**config.mk**
```make
export PLATFORM = sky130hd
export DESIGN_NAME = prefix_adder_pipe_flat
export DESIGN_NICKNAME = d
export VERILOG_FILES = /design/src/rtl/prefix_adder_pipe_if.sv /design/src/rtl/prefix_adder_pipe.sv /design/src/flat_wrapper.sv
export SDC_FILE = /design/constraint.sdc
export NUM_CORES = 1
export LEC_CHECK = 0
export BUFFER_PORTS_ARGS = -buffer_cell sky130_fd_sc_hd__buf_2
export CAP_MARGIN = 20
export CORE_MARGIN = 2
export CORE_UTILIZATION = 30
export CTS_BUF_LIST = sky130_fd_sc_hd__clkbuf_4
export CTS_CLUSTER_DIAMETER = 150
export DETAILED_ROUTE_END_ITERATION = 8
export PLACE_DENSITY_LB_ADDON = 0.05
export SLEW_MARGIN = 5
export SYNTH_ARGS = -nofsm -noshare
export SYNTH_HDL_FRONTEND = slang
export SYNTH_SLANG_ARGS = --single-unit
```
**constraint.sdc**
```tcl
create_clock -name clk -period 2.5 [get_ports clk]
set_input_delay 0.375 -clock clk [delete_from_list [all_inputs] [get_ports clk]]
set_output_delay 0.375 -clock clk [all_outputs]
set_load 0.02 [all_outputs]
```
**src/rtl/prefix_adder_pipe_if.sv**
```systemverilog
// Stream interface for prefix_adder_pipe.
//
// Carries the operand beat (in_*) and the result beat (out_*), each with its
// own valid/ready pair. The clock and reset are not part of this bundle.
//
//   master : producer/consumer side (drives operands and out_ready)
//   slave  : adder side (drives in_ready and the result)
//
// Signals
//   in_valid  operand beat present            in_ready  adder accepts beat
//   in_a      operand A [WIDTH]               in_b      operand B [WIDTH]
//   in_cin    carry-in (ignored on subtract)  in_sub    1: A - B, 0: A + B + cin
//   out_valid result beat present             out_ready consumer accepts result
//   out_sum   result [WIDTH]                  out_cout  carry-out / not-borrow
//   out_ovf   signed two's-complement overflow
interface prefix_adder_pipe_if #(
    parameter int unsigned WIDTH = 16
) ();

    logic             in_valid;
    logic             in_ready;
    logic [WIDTH-1:0] in_a;
    logic [WIDTH-1:0] in_b;
    logic             in_cin;
    logic             in_sub;

    logic             out_valid;
    logic             out_ready;
    logic [WIDTH-1:0] out_sum;
    logic             out_cout;
    logic             out_ovf;

    modport master (
        output in_valid,
        output in_a,
        output in_b,
        output in_cin,
        output in_sub,
        output out_ready,
        input  in_ready,
        input  out_valid,
        input  out_sum,
        input  out_cout,
        input  out_ovf
    );

    modport slave (
        input  in_valid,
        input  in_a,
        input  in_b,
        input  in_cin,
        input  in_sub,
        input  out_ready,
        output in_ready,
        output out_valid,
        output out_sum,
        output out_cout,
        output out_ovf
    );

endinterface

```
**src/rtl/prefix_adder_pipe.sv**
```systemverilog
// Pipelined Kogge-Stone parallel-prefix adder/subtractor.
//
// Built from the group generate/propagate dot operator
//   G = Gh | (Ph & Gl),  P = Ph & Pl
// applied over log2(WIDTH) prefix levels. Every stage boundary is a register:
// one pre-processing stage, L prefix levels and one output stage, so a beat
// accepted on a clock edge shows up on out_valid L+1 edges later.
//
// Flow control is a single global stall: when the output holds an unaccepted
// result every register freezes; otherwise the whole chain (bubbles included)
// shifts by one stage.
//
// Ports
//   clk   rising-edge clock
//   rst   synchronous active-high reset; clears valid bits and output regs
//   bus   prefix_adder_pipe_if.slave: operand stream in, result stream out
module prefix_adder_pipe #(
    parameter int unsigned WIDTH = 16
) (
    input  logic                clk,
    input  logic                rst,
    prefix_adder_pipe_if.slave  bus
);

    localparam int unsigned L = $clog2(WIDTH);

    // Prefix positions: index 0 is the carry-in folded in as bit -1, index j
    // is operand bit j-1. Bit W-1 never needs a group term of its own: its
    // carry-out is rebuilt in the output stage from its own g/p and the
    // carry into it, so WIDTH positions and exactly L levels suffice.

    logic             stall;
    logic             advance;

    logic [WIDTH-1:0] b_eff;
    logic             c0;

    logic [WIDTH-1:0] g_d    [0:L];
    logic [WIDTH-1:0] g_q    [0:L];
    // Group propagate is dead after the last level, so it is never stored there.
    logic [WIDTH-1:0] p_d    [0:L-1];
    logic [WIDTH-1:0] p_q    [0:L-1];
    // Half-sum a ^ b' rides along untouched for the final xor.
    logic [WIDTH-1:0] h_d    [0:L];
    logic [WIDTH-1:0] h_q    [0:L];
    // Top-bit generate and sign of A, needed for cout and overflow.
    logic [L:0]       gtop_d;
    logic [L:0]       gtop_q;
    logic [L:0]       amsb_d;
    logic [L:0]       amsb_q;
    logic [L:0]       valid_q;

    logic [WIDTH-1:0] sum_nx;
    logic             cout_nx;
    logic             ovf_nx;

    logic             out_valid_q;
    logic [WIDTH-1:0] out_sum_q;
    logic             out_cout_q;
    logic             out_ovf_q;

    // ------------------------------------------------------------------
    // Flow control
    // ------------------------------------------------------------------
    // Only registered out_valid and the out_ready input feed in_ready.
    assign stall        = out_valid_q & ~bus.out_ready;
    assign advance      = ~stall;
    assign bus.in_ready = ~stall;

    // ------------------------------------------------------------------
    // Next-state: pre-processing and prefix levels
    // ------------------------------------------------------------------
    always_comb begin
        for (int k = 0; k < int'(L); k++) begin
            p_d[k] = '0;
        end

        b_eff = bus.in_sub ? ~bus.in_b : bus.in_b;
        c0    = bus.in_sub | bus.in_cin;

        g_d[0]    = {bus.in_a[WIDTH-2:0] & b_eff[WIDTH-2:0], c0};
        p_d[0]    = {bus.in_a[WIDTH-2:0] ^ b_eff[WIDTH-2:0], 1'b0};
        h_d[0]    = bus.in_a ^ b_eff;
        gtop_d[0] = bus.in_a[WIDTH-1] & b_eff[WIDTH-1];
        amsb_d[0] = bus.in_a[WIDTH-1];

        // Level k combines position j with j - 2^(k-1); lower positions pass.
        for (int k = 1; k <= int'(L); k++) begin
            g_d[k] = g_q[k-1];
            for (int j = (1 << (k - 1)); j < int'(WIDTH); j++) begin
                g_d[k][j] = g_q[k-1][j] | (p_q[k-1][j] & g_q[k-1][j - (1 << (k - 1))]);
            end
            if (k < int'(L)) begin
                p_d[k] = p_q[k-1];
                for (int j = (1 << (k - 1)); j < int'(WIDTH); j++) begin
                    p_d[k][j] = p_q[k-1][j] & p_q[k-1][j - (1 << (k - 1))];
                end
            end
            h_d[k]    = h_q[k-1];
            gtop_d[k] = gtop_q[k-1];
            amsb_d[k] = amsb_q[k-1];
        end
    end

    // ------------------------------------------------------------------
    // Output stage logic
    // ------------------------------------------------------------------
    // After L levels, g_q[L][j] is the carry into operand bit j.
    always_comb begin
        sum_nx  = h_q[L] ^ g_q[L];
        cout_nx = gtop_q[L] | (h_q[L][WIDTH-1] & g_q[L][WIDTH-1]);
        // Operand signs agree (half-sum msb clear) but the result sign differs.
        ovf_nx  = ~h_q[L][WIDTH-1] & (sum_nx[WIDTH-1] ^ amsb_q[L]);
    end

    // ------------------------------------------------------------------
    // Datapath registers (no reset; qualified by the valid chain)
    // ------------------------------------------------------------------
    always_ff @(posedge clk) begin
        if (advance) begin
            for (int k = 0; k <= int'(L); k++) begin
                g_q[k] <= g_d[k];
                h_q[k] <= h_d[k];
            end
            for (int k = 0; k < int'(L); k++) begin
                p_q[k] <= p_d[k];
            end
            gtop_q <= gtop_d;
            amsb_q <= amsb_d;
        end
    end

    // ------------------------------------------------------------------
    // Valid chain
    // ------------------------------------------------------------------
    always_ff @(posedge clk) begin
        if (rst) begin
            valid_q <= '0;
        end else if (advance) begin
            valid_q <= {valid_q[L-1:0], bus.in_valid};
        end
    end

    // ------------------------------------------------------------------
    // Output registers
    // ------------------------------------------------------------------
    always_ff @(posedge clk) begin
        if (rst) begin
            out_valid_q <= 1'b0;
            out_sum_q   <= '0;
            out_cout_q  <= 1'b0;
            out_ovf_q   <= 1'b0;
        end else if (advance) begin
            out_valid_q <= valid_q[L];
            // Bubbles leave the last result in place to avoid needless toggling.
            if (valid_q[L]) begin
                out_sum_q  <= sum_nx;
                out_cout_q <= cout_nx;
                out_ovf_q  <= ovf_nx;
            end
        end
    end

    assign bus.out_valid = out_valid_q;
    assign bus.out_sum   = out_sum_q;
    assign bus.out_cout  = out_cout_q;
    assign bus.out_ovf   = out_ovf_q;

endmodule

```
**src/flat_wrapper.sv**
```systemverilog
// flat-port wrapper written by rule: the top's interface ports become plain ports
module prefix_adder_pipe_flat 
#(
    parameter int unsigned WIDTH = 16
)
  (clk, rst, bus_in_valid, bus_in_a, bus_in_b, bus_in_cin, bus_in_sub, bus_out_ready, bus_in_ready, bus_out_valid, bus_out_sum, bus_out_cout, bus_out_ovf);
  prefix_adder_pipe_if #(.WIDTH(WIDTH)) bus_i ();
  input  logic clk;
  input  logic rst;
  input wire logic [$bits(bus_i.in_valid)-1:0] bus_in_valid;
  input wire logic [$bits(bus_i.in_a)-1:0] bus_in_a;
  input wire logic [$bits(bus_i.in_b)-1:0] bus_in_b;
  input wire logic [$bits(bus_i.in_cin)-1:0] bus_in_cin;
  input wire logic [$bits(bus_i.in_sub)-1:0] bus_in_sub;
  input wire logic [$bits(bus_i.out_ready)-1:0] bus_out_ready;
  output wire logic [$bits(bus_i.in_ready)-1:0] bus_in_ready;
  output wire logic [$bits(bus_i.out_valid)-1:0] bus_out_valid;
  output wire logic [$bits(bus_i.out_sum)-1:0] bus_out_sum;
  output wire logic [$bits(bus_i.out_cout)-1:0] bus_out_cout;
  output wire logic [$bits(bus_i.out_ovf)-1:0] bus_out_ovf;
  assign bus_i.in_valid = bus_in_valid;
  assign bus_i.in_a = bus_in_a;
  assign bus_i.in_b = bus_in_b;
  assign bus_i.in_cin = bus_in_cin;
  assign bus_i.in_sub = bus_in_sub;
  assign bus_i.out_ready = bus_out_ready;
  assign bus_in_ready = bus_i.in_ready;
  assign bus_out_valid = bus_i.out_valid;
  assign bus_out_sum = bus_i.out_sum;
  assign bus_out_cout = bus_i.out_cout;
  assign bus_out_ovf = bus_i.out_ovf;
  prefix_adder_pipe #(.WIDTH(WIDTH)) u_core (.clk(clk), .rst(rst), .bus(bus_i));
endmodule
```
Word-level counts from Yosys, hierarchy flattened
Memory sizes are Yosys's and may differ from the RTL's.
Index checks and enable logic that the tools add are counted.
{"block": "word_totals", "register_bits": 34, "mem_bits_rw": 224, "input_bits": 38, "out_inout_bits": 20, "elab_cells": 167, "memories": 3}
{"block": "op_classes", "n_mux": 2, "n_bitwise": 154, "reduce_logical": 1}
{"memory": "u_core.g_q", "depth": 5, "word_bits": 16, "rd": 5, "rd_ports_with_merged_regs": 0, "wr": 5, "line_no": "prefix_adder_pipe.sv:39", "text": "logic [WIDTH-1:0] g_q [0:L];"}
{"memory": "u_core.h_q", "depth": 5, "word_bits": 16, "rd": 5, "rd_ports_with_merged_regs": 0, "wr": 5, "line_no": "prefix_adder_pipe.sv:45", "text": "logic [WIDTH-1:0] h_q [0:L];"}
{"memory": "u_core.p_q", "depth": 4, "word_bits": 16, "rd": 4, "rd_ports_with_merged_regs": 0, "wr": 4, "line_no": "prefix_adder_pipe.sv:42", "text": "logic [WIDTH-1:0] p_q [0:L-1];"}
{"op": "$and A1 B1 Y1", "n": 94}
{"op": "$or A1 B1 Y1", "n": 51}
{"op": "$xor A16 B16 Y16", "n": 2}
{"op": "$mux W16", "n": 1}
{"op": "$not A16 Y16", "n": 1}
{"op": "$and A15 B15 Y15", "n": 1}
{"op": "$xor A15 B15 Y15", "n": 1}
{"op": "$not A1 Y1", "n": 3}
{"op": "$reduce_and A2 Y1", "n": 1}
{"op": "$mux W1", "n": 1}
{"op": "$xor A1 B1 Y1", "n": 1}

Logic depth before layout (Yosys ltp)
{"block": "depth", "ltp_word": 4, "ltp_mapped": 6, "ltp_nobuf": 4}

Least setup slack after synthesis
OpenSTA, ideal clock, no wires.
{"block": "synth_path", "path_kind": "register -> register", "from": "register u_core.out_valid_q, in the netlist u_core.bus.out_valid", "to": "register u_core.out_sum_q[13], in the netlist u_core.bus.out_sum[13]", "setup_ps": 87, "arrival_time_ps": 2592, "required_ps": 2413, "path_slack_ps": -179, "path_stages_with_launch": 7, "n_path_buf": 2, "synth_period_minus_slack_ps": 2679, "path_cell_list": "dfxtp_1 -> nor2b_1 -> buf_6 -> inv_2 -> buf_4 -> a21oi_1 -> a211oi_1"}
{"block": "synth_via", "elab_chain_len": 3}
{"item": "from (decl)", "line_no": "prefix_adder_pipe.sv:57", "text": "logic out_valid_q;"}
{"item": "from (signal assigned)", "line_no": "prefix_adder_pipe.sv:154", "text": "out_valid_q <= valid_q[L];"}
{"item": "$and A1 B1 Y1", "line_no": "prefix_adder_pipe.sv:66", "text": "assign stall = out_valid_q & ~bus.out_ready;"}
{"item": "$not A1 Y1"}
{"item": "net bus_in_ready", "line_no": "flat_wrapper.sv:16", "text": "output wire logic [$bits(bus_i.in_ready)-1:0] bus_in_ready;"}
{"item": "$reduce_and A2 Y1 (no source line)"}
{"item": "to (signal assigned)", "line_no": "prefix_adder_pipe.sv:157", "text": "out_sum_q <= sum_nx;"}
{"item": "to (decl)", "line_no": "prefix_adder_pipe.sv:58", "text": "logic [WIDTH-1:0] out_sum_q;"}
The timed path passes the listed nets, and every way through them passes these cells.
A chain may end at the register's enable or synchronous reset.

Worst setup path in the final report
{"block": "layout_path", "from": "register u_core.out_valid_q, in the netlist u_core.bus.out_valid", "to": "output port bus_in_ready"}
{"block": "layout_via", "elab_chain_len": 2}
{"item": "$and A1 B1 Y1", "line_no": "prefix_adder_pipe.sv:66"}
{"item": "$not A1 Y1"}
{"item": "to (decl)", "line_no": "flat_wrapper.sv:16"}
No other way between the ends.

==> flow_summary.ini <==
[layout]
instances_no_fill = 954
stdcell_area_sq_um = 9750
area_growth_pct = 20.8
drive_above_1_share_pct = 27.0
layout_common_cells = edfxtp_1 (204), clkbuf_4 (95), buf_2 (57)
final_util_pct = 36.6
mostFrequentLayoutCell = edfxtp_1
layout.nets = 621

[placed_design]
placed_cell_area_sq_um = 8810
globalplace.congestion = 0.669
numPortBuffers = 57
place_inst = 827
place_hpwl_mm = 8.66

[worst_hold_path]
hold_class = in2reg

[sta]
worst_pin_slew_ns = 0.526
setup_tns_ns = 0
hold_violations = 0
max_freq_ghz = 0.455
period_minus_slack_ns = 2.20
finalSetupViolations = 0
period_share_pct = 87.9
rsz0062_at_grt = false
relSlewSlack_pct = 64.9
final-max-slew-violation-count = 0
skew_ns = 0.0139

[synth]
netlist_top_cells_area = edfxtp_1 (76%), dfxtp_1 (6.0%), a21o_1 (4.6%)
synth_top_area_share_pct = 75.9
async_reset_ff_share_pct = 0
ys_seq_elements = 228
postSynthCellCount = 430
avgSynthCellArea_sq_um = 18.8
yosysTopAreaCell = edfxtp_1
synthesis.area_sq_um = 8070
yosys.cell_types.count = 21
synth_nets = 485
ys.flop_type = edfxtp_1
synth_edf_count = 204
ys_seq_area_share_pct = 81.8
ys_warn_count = 0

[critical_path]
crit_chain = nor2b_1 -> buf_4 -> inv_8 -> buf_2
critPathCaptureType = output pin
cpLargestDelayFamily = buffers and inverters
path_max_fanout = 58
crit_type = reg2out
path_buf_inv = 3
cp_slowest_stage_delay_ns = 0.30
required_ns = 2.12
worstPathArrival_ns = 1.82
crit_slowest_cell = dfxtp_1
start_kind = register

[die]
row_count = 60
die_area_sq_um = 28200
coreArea_sq_um = 26700
fp.dieW_um = 168
num_io_pins = 58
initial_core_util_pct = 30.3
die_h_um = 168

[pwr]
p_sw_mw = 1.82
p_leak_nw = 4.04
seqPwrFrac_pct = 58.8
power_density_nw_per_um2 = 873
ir_worst_vdd_mv = 0.283
power_frac_clock_pct = 36.5
pwr-share-comb_pct = 4.7
internal_power_mw = 6.69
switching_share_pct = 21.4
power_mw = 8.51

[status]
status = finished, final reports clean

[grt]
antenna_found_initial = 1
grt_pass1_wl_mm = 21.6
grt_max_degree = 59
grt_usage_pct = 9.84
grt_pass1_vias = 4133
overflow = 0

[clock_network]
clk_pin_slew_worst_paths_ns = 0.06
cts_buffers = 60
clockRootBuffer = clkbuf_4
clockBufferDepth = 3
clkLatencyLatePin_ns = 0.64
cts_tree = done
clock_sinks = 228
cts_max_level = 2

[routing]
drt_wl_total_mm = 13.3
drt-initial-drc-count = 196
vias_per_cell = 4.12
first_pass_iters = 4
drc = 0
ant_nets = 0
num_vias = 3927
wire_per_inst_um = 13.9

[run]
maxCapViolations = 0
[layer usage]
layer  GRT usage [%]  part of all wire, %  wire length (um)  vias to the layer above
met2            15.1                   44              5890                      106
li1                -                    -                 -                     1956
met3            3.60                  7.0               935                       38
met4            4.95                  3.0               397                        0
met1            12.3                   46              6050                     1827
met5               0                    0                 0                        -
[state kept, by name, summed over array words and instances, names as in the netlist]
register,cells
u_core.amsb_q,5
u_core.bus.out_cout,1
u_core.bus.out_ovf,1
u_core.bus.out_sum,16
u_core.bus.out_valid,1
u_core.g_q,80
u_core.gtop_q,5
u_core.h_q,80
u_core.p_q,34
u_core.valid_q,5
[final timing paths]
| check | startpoint | endpoint | slack (ns) | depth (start not counted) |
|---|---|---|---|---|
| max reg2reg | u_core.bus.out_valid | u_core.h_q[0][4] | 0.83 | 4 |
| min | rst | u_core.valid_q[3] | 0.17 | 2 |
| max | u_core.bus.out_valid | bus_in_ready | 0.30 | 4 |
| min reg2reg | u_core.h_q[0][61] | u_core.h_q[0][77] | 0.41 | 0 |
[logic make-up (layout without fill, tap and decap cells)]
logic type	after synthesis	count (layout)	synth area share (%)
flip-flops	228	228	81.8
AO/OA/AOI/OAI	91	91	7.66
AND/OR/NAND/NOR	50	50	3.50
XOR/XNOR	32	32	3.47
adder cells (fa/ha/maj)	17	17	2.64
buffers and inverters	12	194	0.883
other	0	1	0
[cells in the mapped netlist, types with 2 or more instances]
cell / number
a211oi_1: 16
a21o_1: 49
a21oi_1: 24
and2_1: 34
buf_2: 3
buf_4: 2
buf_6: 2
clkbuf_1: 3
dfxtp_1: 24
edfxtp_1: 204
ha_1: 17
inv_2: 2
nand2_1: 10
nor2_1: 2
o21ai_0: 2
xnor2_1: 16
xor2_1: 16
[final cells by class]
| class | instances | area (sq um) |
|---|---|---|
| fill | 2561 | 16900 |
| sequential | 228 | 6610 |
| multi-input combinational | 190 | 1390 |
| clock buffer | 95 | 713 |
| timing repair buffer | 84 | 546 |
| tap | 341 | 427 |
| clock inverter | 13 | 50.0 |
| inverter | 2 | 15.0 |
| antenna | 1 | 2.50 |
[through the flow]
step	worst slack (ns)	hold slack [ns]
after CTS	0.203	0.0911
after floorplan	0.250	0.400
after detailed placement	0.736	0.405
after global placement	0.747	0.402
final	0.302	0.171
after global routing	0.132	0.0957
[power groups by stage]
stage	Combinational (mW)	Sequential (mW)	Clock, mW
3_5_place_dp	0.384	5.11	0
6_report	0.396	5.01	3.11
2_1_floorplan	0.272	4.97	0
3_3_place_gp	0.383	5.11	0
4_1_cts	0.410	5.03	3.29
5_1_grt	0.456	5.07	3.48
[timing repair]
action,in CTS,in global routing
hold buffers,18,0
gates resized for setup,0,0
buffers inserted,0,0
endpoints found under the hold margin,35,0
[worst register-to-register path, stage by stage, from the launching register on]
cell and delay (ns):
dfxtp_1 0.30, nor2b_1 0.12, buf_4 0.17, inv_8 0.30, buf_4 0.45
No activity file was read; power rests on OpenSTA's default activity.
